## src/rtl/my_srl_fifo.sv

```systemverilog
// First-word-fall-through FIFO built on a 16-stage shift chain per data bit.
// Writes always enter at stage 0; the oldest entry is read from stage COUNT-1.
module my_srl_fifo #(
    parameter int WIDTH = 8
) (
    input  logic             CLK,
    input  logic             CLR_N,
    input  logic             WR_EN,
    input  logic [WIDTH-1:0] WR_DATA,
    input  logic             RD_EN,
    output logic [WIDTH-1:0] RD_DATA,
    output logic             EMPTY,
    output logic             FULL,
    output logic [4:0]       COUNT,
    output logic             OVF,
    output logic             UNF
);

    localparam int DEPTH = 16;

    logic [WIDTH-1:0] srl_q [DEPTH];
    logic [WIDTH-1:0] srl_d [DEPTH];
    logic [4:0]       count_q, count_d;
    logic             ovf_q, ovf_d;
    logic             unf_q, unf_d;
    logic             empty, full;
    logic             wr_acc, rd_acc;
    logic [3:0]       rd_addr;

    assign empty   = (count_q == 5'd0);
    assign full    = (count_q == 5'd16);
    assign wr_acc  = CLR_N && WR_EN && !full;
    assign rd_acc  = CLR_N && RD_EN && !empty;
    // COUNT==16 wraps the 4-bit address to 15, the last stage.
    assign rd_addr = count_q[3:0] - 4'd1;

    always_comb begin
        srl_d = srl_q;
        if (wr_acc) begin
            srl_d[0] = WR_DATA;
            for (int k = 1; k < DEPTH; k++) begin
                srl_d[k] = srl_q[k-1];
            end
        end
    end

    // No reset and a single enable so the chain maps onto SRL16E cells.
    always_ff @(posedge CLK) begin
        srl_q <= srl_d;
    end

    always_comb begin
        count_d = count_q;
        unique case ({wr_acc, rd_acc})
            2'b10:   count_d = count_q + 5'd1;
            2'b01:   count_d = count_q - 5'd1;
            default: count_d = count_q;
        endcase
        ovf_d = ovf_q | (WR_EN & full);
        unf_d = unf_q | (RD_EN & empty);
    end

    always_ff @(posedge CLK or negedge CLR_N) begin
        if (!CLR_N) begin
            count_q <= 5'd0;
            ovf_q   <= 1'b0;
            unf_q   <= 1'b0;
        end else begin
            count_q <= count_d;
            ovf_q   <= ovf_d;
            unf_q   <= unf_d;
        end
    end

    assign RD_DATA = empty ? '0 : srl_q[rd_addr];
    assign EMPTY   = empty;
    assign FULL    = full;
    assign COUNT   = count_q;
    assign OVF     = ovf_q;
    assign UNF     = unf_q;

endmodule

```

## config.mk

```make
export PLATFORM = sky130hd
export DESIGN_NAME = my_srl_fifo
export DESIGN_NICKNAME = d
export VERILOG_FILES = /design/src/rtl/my_srl_fifo.sv
export SDC_FILE = /design/constraint.sdc
export NUM_CORES = 1
export LEC_CHECK = 0
export CORE_MARGIN = 4
export CORE_UTILIZATION = 55
export DETAILED_ROUTE_END_ITERATION = 7
export DONT_BUFFER_PORTS = 1
export GPL_TIMING_DRIVEN = 0
export PLACE_DENSITY = 0.81
export SYNTH_ARGS = -nofsm -noshare
export SYNTH_HDL_FRONTEND = slang
export SYNTH_SLANG_ARGS = --single-unit
```

## constraint.sdc

```tcl
create_clock -name CLK -period 6.45 [get_ports CLK]
set_input_delay 1.29 -clock CLK [delete_from_list [all_inputs] [get_ports CLK]]
set_output_delay 1.29 -clock CLK [all_outputs]
set_load 0.05 [all_outputs]
```

## Word-level counts from Yosys, hierarchy flattened

Index checks and enable logic that the tools add are counted.

| word-level totals | value |
|---|---|
| bits in registers | 135 |
| bits in latches | 0 |
| RAM bits | 0 |
| ROM bits | 0 |
| input port bits | 12 |
| logic and storage cells | 44 |
| memories kept | 0 |

| operators by class | value |
|---|---|
| add/subtract/negate cells | 3 |
| multiply operators | 0 |
| divide/modulo/power cells | 0 |
| order comparisons | 1 |
| equal/unequal tests | 3 |
| shift operators | 0 |
| muxes and demuxes | 5 |
| bitwise operators | 5 |
| reductions and logical operators | 8 |

Operators with widths:

| kind | number |
|---|---|
| $bmux 8 s4 | 1 |
| $mux 8 | 3 |
| $pmux 5 s2 | 1 |
| $add 5x1->5 const B | 1 |
| $eq 5x5->1 const B | 1 |
| $ge 5x5->1 const B | 1 |
| $logic_not 5->1 | 1 |
| $not 4->5 | 1 |
| $sub 5x1->5 const B | 1 |
| $logic_and 1x1->1 | 4 |
| $sub 4x1->4 const B | 1 |
| $and 1x1->1 | 2 |
| $eq 2x1->1 const B | 1 |
| $eq 2x2->1 const B | 1 |
| $logic_not 1->1 | 2 |
| $or 1x1->1 | 2 |
| $reduce_bool 2->1 | 1 |

## Depth between registers and ports, before layout

Gate-level depths: netlist of run 1.

| depth | value |
|---|---|
| depth in word-level cells | 6 |
| depth in mapped cells | 16 |
| depth with buffers taken out | 13 |

## Worst setup path before layout of run 1

No wires, ideal clock.

| path | value |
|---|---|
| kind | reg2reg |
| from | register count_q[0], in the netlist COUNT[0] |
| to | register srl_q[0] (netlist name), enable pin |
| arrival | 4.729 ns |
| required time | 5.947 ns |
| slack | 1.218 ns |
| cell stages (with the launch flop) | 9 |
| path buffers | 2 |
| clock period less this slack | 5.232 ns |
| cells stage by stage | dfrtp_1 buf_4 buf_2 inv_1 ha_1 nand2b_1 nor2_1 nand2_1 and3_1 |

| on the way | value |
|---|---|
| word-level cells in the longest chain between the ends | 3 |

RTL lines:

| item | line | source |
|---|---|---|
| start: declaration | 23 | `logic [4:0] count_q, count_d;` |
| start signal: assignment | 69 | `count_q <= count_d;` |
| $eq 5x5->1 | 31 | `assign full = (count_q == 5'd16);` |
| $logic_not 1->1 | 32 | `assign wr_acc = CLR_N && WR_EN && !full;` |
| $logic_and 1x1->1 | 32 |  |
| named net wr_acc | 27 | `logic wr_acc, rd_acc;` |
| end signal: assignment | 49 | `srl_q <= srl_d;` |
| end: declaration | 21 | `logic [WIDTH-1:0] srl_q [DEPTH];` |

The timed path passes the listed nets, and every way through them passes these cells.
A chain may end at the register's enable or synchronous reset.

## Worst setup path in the final report of run 1

| path | value |
|---|---|
| from | register count_q[0], in the netlist COUNT[0] |
| to | output RD_DATA[2] |

| on the way | value |
|---|---|
| word-level cells in the longest chain between the ends | 6 |
| elaborated cells on any way between the ends | 7 |

RTL lines:

| item | line | source |
|---|---|---|
| $sub 4x1->4 | 35 | `assign rd_addr = count_q[3:0] - 4'd1;` |
| $not 4->5 (implied by the code) | 75 | `assign RD_DATA = empty ? '0 : srl_q[rd_addr];` |
| $bmux 8 s4 | 75 |  |
| $mux 8 (implied by the code) (2 in a row) | 75 |  |
| $mux 8 (*) | 75 |  |
| end: declaration | 11 | `output logic [WIDTH-1:0] RD_DATA,` |

Mark *: on every way between the ends. The rest lies on a longest branch, timed or not. The select of a mux whose other input is x is not followed.

==> flow_summary.json, run 1 <==
{
  "status": "finished clean",
  "fin_tns_setup_ps": 0,
  "hold_path_class": "flop to flop",
  "holdPathStages": 0,
  "grt_max_degree": 67,
  "cts.sinks": 135,
  "yosys.area_share.adder": 0.0116,
  "synth_top_family_by_area": "multiplexers",
  "cp.required_ps": 5160,
  "synth_simple_gate_area_frac": 0.0236,
  "coreArea_um2": 9420,
  "overflow": 0,
  "n_antenna_cell": 0,
  "syn-num-nets": 271,
  "clock_latency_ps": 510,
  "ant_nets": 0,
  "drt-pass1-iter-count": 4,
  "r2r_end": "COUNT[4]",
  "clkSlewWorstSetupHoldPaths_ps": 60,
  "setup_violations": 0,
  "cts_hold_buf": 0,
  "period_minus_slack_ps": 5680,
  "place_hpwl_um": 5330,
  "synthCells": 254,
  "synth-warning-count": 0,
  "postCtsSetupBuffers": 0,
  "drc": 0,
  "grt_pass1_wl_um": 14700,
  "first_iter_violations": 242,
  "clock-root-buffer": "clkbuf_8",
  "wl_um": 9340,
  "syn_area_um2": 5410,
  "fillers": 579,
  "ff2ff_setup_slack_ps": 2250,
  "syn_area_per_cell_um2": 21.3,
  "r2r_cells": 15,
  "drv_cap": 0,
  "final_layout_size_suffix_gt1_frac": 0.268,
  "io_buffers": 0,
  "yosysUniqueCellTypes": 34,
  "worstSetupEndpointType": "primary output",
  "clockBufferDepth": 2,
  "ys_seq_elements": 135,
  "die_w_um": 107,
  "r2r_start": "COUNT[0]",
  "worstHoldEndpoint": "srl_q[97]",
  "cts-buffers-inserted": 17,
  "routabilityCongestion": 0.769,
  "synth-seq-area-share": 0.743,
  "finalMaxSlewViolations": 0,
  "start_kind": "flop",
  "arrival_ps": 4390,
  "fmax_ghz": 0.176,
  "rsz0062_at_grt": "no",
  "worstPathMaxFanout": 10,
  "cts.repair.resized": 0,
  "via_per_inst": 6.01,
  "area_delta_synth_final_pct": 14.3,
  "synth_mux_area_frac": 0.165,
  "antenna_found_initial": 0,
  "ios": 29,
  "design_area_um2": 6180,
  "htreeDepth": 4,
  "timing.slew.headroom": 0.245,
  "regArea_um2": 4020,
  "track_usage": 0.177,
  "post_dp_cell_area_um2": 5610,
  "finalHoldViolations": 0,
  "synth_compound_area_frac": 0.0227,
  "route.vias.total": 2502,
  "layout.nets": 291,
  "worstMarginPinSlew_ps": 1150,
  "synth-xor-area-share": 0.0164,
  "multi_input_area_um2": 1300,
  "cts_tree": "done",
  "start_util": 0.574,
  "fin_crit_sh": 0.881,
  "wl_per_cell_um": 22.5,
  "worstHoldStart": "srl_q[105]",
  "grt_pass1_vias": 2604,
  "die_y_um": 107,
  "fp.dieArea_um2": 11500,
  "path_class": "flop to primary output",
  "skew_ps": 10.5,
  "rows": 35
}
[critical path: stages, from the launching register on]
cell      delay, ps
dfrtp_1         660
buf_4           320
buf_2           380
inv_1           140
ha_1            430
clkbuf_1        600
mux4_2          380
mux2i_1          80
o22ai_1         880
[cells in the mapped netlist (all sizes together)]
| cell type | count | area (um^2) |
|---|---|---|
| a21o | 2 | 15.0 |
| a21oi | 6 | 30.0 |
| a31oi | 1 | 6.26 |
| and3 | 1 | 6.26 |
| buf | 7 | 52.5 |
| clkbuf | 5 | 23.8 |
| dfrtp | 7 | 175 |
| edfxtp | 128 | 3840 |
| ha | 5 | 62.6 |
| inv | 5 | 18.8 |
| mux2 | 1 | 11.3 |
| mux2i | 16 | 160 |
| mux4 | 32 | 721 |
| nand2 | 4 | 15.0 |
| nand2b | 3 | 18.8 |
| nand3 | 2 | 10.0 |
| nand3b | 1 | 7.51 |
| nand4bb | 1 | 11.3 |
| nor2 | 4 | 15.0 |
| nor3 | 2 | 21.3 |
| o2111ai | 1 | 8.76 |
| o21a | 1 | 7.51 |
| o21ai | 1 | 5.00 |
| o22ai | 8 | 50.1 |
| or3b | 1 | 8.76 |
| or4b | 1 | 13.8 |
| xnor2 | 5 | 62.6 |
| xor2 | 3 | 26.3 |
[logic make-up after synthesis]
| group | count (synthesis) |
|---|---|
| flops | 135 |
| mux | 49 |
| compound gates | 20 |
| simple gates | 20 |
| buf+inv | 17 |
| xor+xnor | 8 |
| fa+ha+maj | 5 |
[worst max-delay path by stage]
stage               slack (ps)     start  cells after the start         end
finish                     770  COUNT[0]                      8  RD_DATA[2]
global route               500  COUNT[0]                      8  RD_DATA[2]
CTS                        650  COUNT[0]                      8  RD_DATA[2]
detailed placement        1230  COUNT[0]                      8  RD_DATA[2]
global placement            60  COUNT[0]                      8   srl_q[54]
floorplan                 1220  COUNT[0]                      8    srl_q[0]
[state kept, by name, summed over array words and instances (netlist names)]
register / flops
COUNT: 5
OVF: 1
srl_q: 128
UNF: 1
[final cells by class]
class	count	share of cell area
inverters	5	0.00304
plain buffers	12	0.0123
clock buffers	18	0.0676
well taps	129	0.0261
clock inverters	14	0.0257
flip-flops and latches	135	0.650
repair buffers	1	0.00445
multi-input cells	102	0.211
[stage by stage]
stage / util / hold slack, ps / instances / setup WS [ps]
detailed placement: 0.595 / 428 / 384 / 1230
finish: 0.657 / 444 / 416 / 768
global route: 0.657 / 435 / 416 / 502
floorplan: - / 421 / 254 / 1220
CTS: 0.657 / 441 / 416 / 647
global placement: 0.591 / 424 / 383 / 64.3
[layer usage]
layer	up-vias	wire length, um	GRT usage
li1	1094	-	-
met1	1316	3940	0.235
met2	86	4730	0.280
met3	6	592	0.0578
met4	0	82	0.0584
met5	-	0	0
[layout by cell type (no fill, tap or decap), drive strengths merged, types with 2 or more instances in the layout]
cell type / instances
ha: 5
xor2: 3
clkinv: 9
a21oi: 6
xnor2: 5
clkinvlp: 2
nor3: 2
edfxtp: 128
dfrtp: 7
a21o: 2
nand2: 4
nor2: 4
mux4: 32
nand3: 2
mux2i: 16
clkbuf: 23
bufinv: 3
nand2b: 3
inv: 5
buf: 8
o22ai: 8
Power of run 1 is not shown: default switching activity piles up to over one toggle a cycle in this logic, so the estimate is an artifact.
==> run 2, diff against run 1 <==
Settings changed: SETUP_SLACK_MARGIN from default to 0.05.
==> results of run 2 <==
No change in the layout: final DEF, timing and power equal those of run 1.
Power of run 2 is left out for the same reason.
